[src/rtl/pc_unit_pkg.sv]
`default_nettype none
// ============================================================================
// Module   : pc_unit_pkg
// Purpose  : Shared fetch-stage definitions. Holds the default address width,
//            reset vector and sequential increment, plus the next-PC select
//            encoding used by pc_unit.
// Revision : 1.0 - initial release
// ============================================================================
package pc_unit_pkg;

    localparam int              c_XLEN      = 32;
    localparam logic [31:0]     c_RESET_VEC = 32'h0000_0000;
    localparam int              c_INC       = 4;

    // Next-PC source. HOLD is only taken while the fetch stage is stalled.
    typedef enum logic [1:0] {
        SEQ    = 2'd0,
        BRANCH = 2'd1,
        RET    = 2'd2,
        HOLD   = 2'd3
    } pc_sel_e;

endpackage : pc_unit_pkg
`default_nettype wire

[src/rtl/pc_unit_ras.sv]
`default_nettype none
// ============================================================================
// Module   : ras_stack
// Purpose  : Circular return-address stack with an occupancy count. A push
//            onto a full stack overwrites the oldest entry; a pop from an
//            empty stack leaves the stack untouched. Both cases raise a
//            one-cycle registered flag.
// Ports    : clk, rst        - clock, asynchronous active-high reset
//            push, pop       - operation strobes (push wins if both set)
//            push_data       - address written on push
//            top_data        - entry at the top pointer
//            count           - number of valid entries (0..RAS_DEPTH)
//            overflow        - pulse: push while full
//            underflow       - pulse: pop while empty
// Revision : 1.0 - initial release
// ============================================================================
module ras_stack #(
    parameter int XLEN      = 32,
    parameter int RAS_DEPTH = 4
) (
    input  logic                         clk,
    input  logic                         rst,
    input  logic                         push,
    input  logic                         pop,
    input  logic [XLEN-1:0]              push_data,
    output logic [XLEN-1:0]              top_data,
    output logic [$clog2(RAS_DEPTH):0]   count,
    output logic                         overflow,
    output logic                         underflow
);

    localparam int                 c_PTR_W   = $clog2(RAS_DEPTH);
    localparam logic [c_PTR_W:0]   c_CNT_ONE = 1;
    localparam logic [c_PTR_W:0]   c_CNT_MAX = RAS_DEPTH;
    localparam logic [c_PTR_W-1:0] c_PTR_ONE = 1;

    logic [XLEN-1:0]    r_mem [RAS_DEPTH];
    logic [c_PTR_W-1:0] r_top;
    logic [c_PTR_W:0]   r_count;
    logic               r_overflow;
    logic               r_underflow;

    logic [c_PTR_W-1:0] w_top_inc;
    logic               w_full;
    logic               w_empty;

    // Depth is a power of two, so the pointer wraps for free.
    assign w_top_inc = r_top + c_PTR_ONE;
    assign w_full    = (r_count == c_CNT_MAX);
    assign w_empty   = (r_count == '0);

    always_ff @(posedge clk or posedge rst) begin
        if (rst) begin
            r_top       <= '0;
            r_count     <= '0;
            r_overflow  <= 1'b0;
            r_underflow <= 1'b0;
        end else begin
            r_overflow  <= 1'b0;
            r_underflow <= 1'b0;
            if (push) begin
                r_top <= w_top_inc;
                if (w_full) begin
                    // Oldest entry sits at top+1 when full; it is overwritten.
                    r_overflow <= 1'b1;
                end else begin
                    r_count <= r_count + c_CNT_ONE;
                end
            end else if (pop) begin
                if (w_empty) begin
                    r_underflow <= 1'b1;
                end else begin
                    r_top   <= r_top - c_PTR_ONE;
                    r_count <= r_count - c_CNT_ONE;
                end
            end
        end
    end

    // Storage carries no reset; its contents are meaningless until pushed.
    always_ff @(posedge clk) begin
        if (push && !rst) begin
            r_mem[w_top_inc] <= push_data;
        end
    end

    assign top_data  = r_mem[r_top];
    assign count     = r_count;
    assign overflow  = r_overflow;
    assign underflow = r_underflow;

endmodule : ras_stack
`default_nettype wire

[src/rtl/pc_unit.sv]
`default_nettype none
// ============================================================================
// Module   : pc_unit
// Purpose  : Fetch-stage program counter with stall hold, branch/jump
//            redirect, call/return via a return-address stack, and target
//            alignment checking. All outputs are registered.
// Ports    : clk, rst        - clock, asynchronous active-high reset
//            stall           - hold PC and RAS, drop requests
//            br_valid        - redirect to br_target (highest priority)
//            br_target       - redirect address
//            br_call         - with br_valid: push pc+INC
//            ret_valid       - pop RAS and jump to popped address
//            pc              - current fetch address
//            ras_count       - valid RAS entries
//            misalign        - pulse: last branch target had low bits set
//            ras_underflow   - pulse: return with empty RAS
//            ras_overflow    - pulse: call with full RAS
// Revision : 1.0 - initial release
// ============================================================================
module pc_unit
    import pc_unit_pkg::*;
#(
    parameter int              XLEN      = c_XLEN,
    parameter logic [XLEN-1:0] RESET_VEC = XLEN'(c_RESET_VEC),
    parameter int              INC       = c_INC,
    parameter int              RAS_DEPTH = 4
) (
    input  logic                         clk,
    input  logic                         rst,
    input  logic                         stall,
    input  logic                         br_valid,
    input  logic [XLEN-1:0]              br_target,
    input  logic                         br_call,
    input  logic                         ret_valid,
    output logic [XLEN-1:0]              pc,
    output logic [$clog2(RAS_DEPTH):0]   ras_count,
    output logic                         misalign,
    output logic                         ras_underflow,
    output logic                         ras_overflow
);

    localparam logic [XLEN-1:0] c_INC_V    = XLEN'(INC);
    localparam logic [XLEN-1:0] c_LOW_MASK = XLEN'(INC - 1);

    logic [XLEN-1:0]            r_pc;
    logic                       r_misalign;

    pc_sel_e                    w_sel;
    logic [XLEN-1:0]            w_pc_inc;
    logic [XLEN-1:0]            w_pc_next;
    logic                       w_push;
    logic                       w_pop;
    logic [XLEN-1:0]            w_ras_top;
    logic [$clog2(RAS_DEPTH):0] w_ras_count;

    assign w_pc_inc = r_pc + c_INC_V;

    // A return coinciding with a branch is discarded, so pop is only
    // requested when no branch is present.
    assign w_push = !stall && br_valid && br_call;
    assign w_pop  = !stall && !br_valid && ret_valid;

    always_comb begin
        w_sel = SEQ;
        if (stall) begin
            w_sel = HOLD;
        end else if (br_valid) begin
            w_sel = BRANCH;
        end else if (ret_valid && (w_ras_count != '0)) begin
            w_sel = RET;
        end
    end

    always_comb begin
        w_pc_next = w_pc_inc;
        case (w_sel)
            BRANCH:  w_pc_next = br_target & ~c_LOW_MASK;
            RET:     w_pc_next = w_ras_top;
            HOLD:    w_pc_next = r_pc;
            default: w_pc_next = w_pc_inc;
        endcase
    end

    always_ff @(posedge clk or posedge rst) begin
        if (rst) begin
            r_pc       <= RESET_VEC;
            r_misalign <= 1'b0;
        end else begin
            r_pc       <= w_pc_next;
            r_misalign <= (w_sel == BRANCH) && (|(br_target & c_LOW_MASK));
        end
    end

    ras_stack #(
        .XLEN      (XLEN),
        .RAS_DEPTH (RAS_DEPTH)
    ) u_ras (
        .clk       (clk),
        .rst       (rst),
        .push      (w_push),
        .pop       (w_pop),
        .push_data (w_pc_inc),
        .top_data  (w_ras_top),
        .count     (w_ras_count),
        .overflow  (ras_overflow),
        .underflow (ras_underflow)
    );

    assign pc        = r_pc;
    assign ras_count = w_ras_count;
    assign misalign  = r_misalign;

endmodule : pc_unit
`default_nettype wire

[config.mk]
export PLATFORM = sky130hd
export DESIGN_NAME = pc_unit
export DESIGN_NICKNAME = d
export VERILOG_FILES = /design/src/rtl/pc_unit_pkg.sv /design/src/rtl/pc_unit_ras.sv /design/src/rtl/pc_unit.sv
export SDC_FILE = /design/constraint.sdc
export NUM_CORES = 1
export LEC_CHECK = 0
export ABC_AREA = 1
export BUFFER_PORTS_ARGS = -buffer_cell sky130_fd_sc_hd__buf_2
export CORE_MARGIN = 8
export CORE_UTILIZATION = 40
export CTS_CLUSTER_SIZE = 25
export DETAILED_ROUTE_END_ITERATION = 6
export PLACE_DENSITY = 0.62
export SLEW_MARGIN = 20
export SYNTH_ARGS = -nofsm -noshare
export SYNTH_HDL_FRONTEND = slang
export SYNTH_HIERARCHICAL = 1
export SYNTH_SLANG_ARGS = --single-unit
export TNS_END_PERCENT = 100
[constraint.sdc]
create_clock -name clk -period 5.5 [get_ports clk]
set_clock_uncertainty 0.15 [all_clocks]
set_input_delay 0.55 -clock clk [delete_from_list [all_inputs] [get_ports clk]]
set_output_delay 0.55 -clock clk [all_outputs]
set_load 0.05 [all_outputs]
==> results.toml <==
[final_layout]
fin_cells = 1170
area_growth_pct = 14.97
antenna_cells = 0
drive_above_1_share = 0.1578
layout.nets = 931
final_cell_area_um2 = 9224

[sta]
setup_violations = 0
relSlewSlack = 0.2831
period_needed_ns = 3.199
post-route-period-util = 0.5817
max_freq_mhz = 312.6
rsz0062_at_grt = "no"
final.setup.tns_ns = 0
slew_viol_final = 0
hold_violations = 0
worst_pin_slew_ns = 1.073
fin_hold_ws_ns = 0.2054

[global_routing]
grt_max_degree = 68
grt_pass1_vias = 5858
grt.total_usage = 0.1721
grt_first_pass_wirelength_um = 32360
overflow = 0
antenna_found_initial = 0

[logic_synthesis]
ys_types = 35
netlist_instances = 825
syn_area_um2 = 8023
synth_top_cell_area_share = 0.4791
synth_top_area_cell = "edfxtp_1"
syn-num-nets = 869
synth_seq_cells = 168
ys_top_cells_by_area = "edfxtp_1 48%, dfrtp_1 12%, nand2_1 8.0%"
avgSynthCellArea_um2 = 9.724
ys_warn_count = 6
yosysSeqAreaShare = 0.6039

[placed_design]
globalplace.congestion = 0.8274
dp.cells = 1136
place_hpwl_um = 13020
place_area_um2 = 8559
port_buffers = 75

[critical_path]
cp-end-kind = "flop"
crit_end = "u_ras/r_mem[1][19]"
crit_path_start = "u_ras/r_top[1]"
crit_arrival_ns = 3.09
startpoint_type = "flop"
path_max_fanout = 36
rrSetupSlack_ns = 2.30
rr_startpoint = "u_ras/r_top[1]"
path_class = "reg2reg"
rr_endpoint = "u_ras/r_mem[1][19]"
reg2regPathDepth = 5
worstPathRequired_ns = 5.39

[drt]
via_count = 5948
dr.pass1.iters = 5
via_per_inst = 5.084
wl_per_cell_um = 17.53
route.detailed.drc = 0
wl_um = 20510
first_iter_violations = 440
ant_nets = 0

[clock_network]
postCtsSetupBuffers = 0
tritoncts = "built"
clk_path_buf_depth = 2
cts-root-buf = "clkbuf_16"
path_clk_slew_ns = 0.06
cts_buffers = 17
clock_latency_ns = 0.43
cts.sinks = 168
htreeDepth = 4

[floorplan]
ioPinCount = 76
die_x_um = 157.6
fp-row-count = 52
dieArea_um2 = 24840
initial_core_util = 0.4017
chipHeight_um = 157.6
core_area_um2 = 19970

[worst_hold_path]
hold_depth = 3
hold_path_class = "in2reg"

[power_and_ir_drop]
ir_worst_vdd_uv = 240.3
p_total_uw = 4395
p_leak_uw = 0.003675
p_per_area_nw_per_um2 = 476.5

[run]
maxCapViolCount = 0

[outcome]
outcome = "complete, no violations"
-- layer usage --
layer	GRT usage	vias to the layer above	share of wire
li1	-	2893	-
met1	0.2181	2845	0.43
met2	0.2858	180	0.49
met3	0.03549	30	0.060
met4	0.06346	0	0.020
met5	0	-	0
-- power breakdown --
group	internal, uW	switching (uW)
combinational	379	1040
sequential	1550	141
clock	801	479
-- how the worst min path moves through the flow --
stage,startpoint,to,slack (ns)
5_1_grt,br_target[0],misalign,0.20
3_3_place_gp,rst,u_ras/overflow,0.38
4_1_cts,br_target[0],misalign,0.19
6_report,br_target[0],misalign,0.21
3_5_place_dp,rst,u_ras/count[1],0.38
2_1_floorplan,rst,u_ras/count[0],0.21
-- synthesized netlist by cell type --
master      n
a21oi_1    51
a21oi_2     2
a22o_1      2
a31oi_1     8
and2_1      5
and2b_1     1
buf_1       1
buf_2       9
buf_4       3
buf_6      10
clkbuf_1   15
clkbuf_2    1
dfrtp_1    40
edfxtp_1  128
fa_1        1
ha_1        5
inv_1      61
inv_4       1
nand2_1   171
nand2_2     7
nand3_1    25
nand3b_1    1
nor2_1    146
nor2_2      4
nor2_4      8
nor2_8      1
nor3_1      2
nor3b_2     1
o21ai_0    59
o21ai_1     6
o21bai_1    1
o22ai_1    32
xnor2_1     4
xor2_1      9
xor2_2      4
-- stage by stage --
| stage | worst slack [ns] | utilization |
|---|---|---|
| 3_3_place_gp | 2.110 | 0.4285 |
| 5_1_grt | 2.093 | 0.4618 |
| 2_1_floorplan | 2.316 | - |
| 4_1_cts | 2.261 | 0.4608 |
| 6_report | 2.301 | 0.4618 |
| 3_5_place_dp | 1.981 | 0.4285 |
-- state kept, by name, summed over array words and instances (netlist names) --
| register | count |
|---|---|
| misalign | 1 |
| pc | 32 |
| u_ras/count | 3 |
| u_ras/overflow | 1 |
| u_ras/r_mem | 128 |
| u_ras/r_top | 2 |
| u_ras/underflow | 1 |
-- placed cells by master, fill, tap and decap left out, types with 3 or more instances in the layout --
cell type / instances
nor2_1: 142
clkinv_4: 3
a31oi_1: 8
xnor2_1: 4
o21ai_1: 6
clkinv_1: 3
xor2_1: 9
buf_4: 5
and2_1: 5
nand3_1: 25
nor2_4: 12
nor2_2: 4
o22ai_1: 32
edfxtp_1: 128
inv_1: 61
ha_1: 5
clkbuf_16: 17
a21oi_1: 51
nand2_2: 7
dfrtp_1: 39
xor2_2: 4
bufinv_16: 5
nand2_1: 171
o21ai_0: 59
buf_2: 75
-- area by class of cell --
class,instances,area [um^2]
Inverter,62,235.2
Clock buffer,18,429.2
Clock inverter,14,205.2
Timing Repair Buffer,82,442.9
Sequential cell,168,4846
Multi-Input combinational cell,556,2728
Tap cell,270,337.8
Fill cell,1891,10750
-- repair_timing --
action                                 CTS  global route
hold buffers                             1             0
endpoints found under the hold margin    7             0
gates resized for setup                  0             0
-- critical path, stage by stage, from the launching register on --
cell and delay [ns]:
dfrtp_1 0.36, buf_4 0.25, inv_1 0.81, ha_1 0.32, inv_1 0.07, nor2_4 0.82
-- cell families after synthesis --
logic type | count (synthesis) | synth area share
and+or+nand+nor | 372 | 0.1948
xor gates and xnor gates | 17 | 0.02230
AOI/OAI and AO/OA | 161 | 0.1089
DFF | 168 | 0.6039
adders and majority gates | 6 | 0.01029
buffers and inverters | 101 | 0.05989
Power figures use the tool's default switching activity.
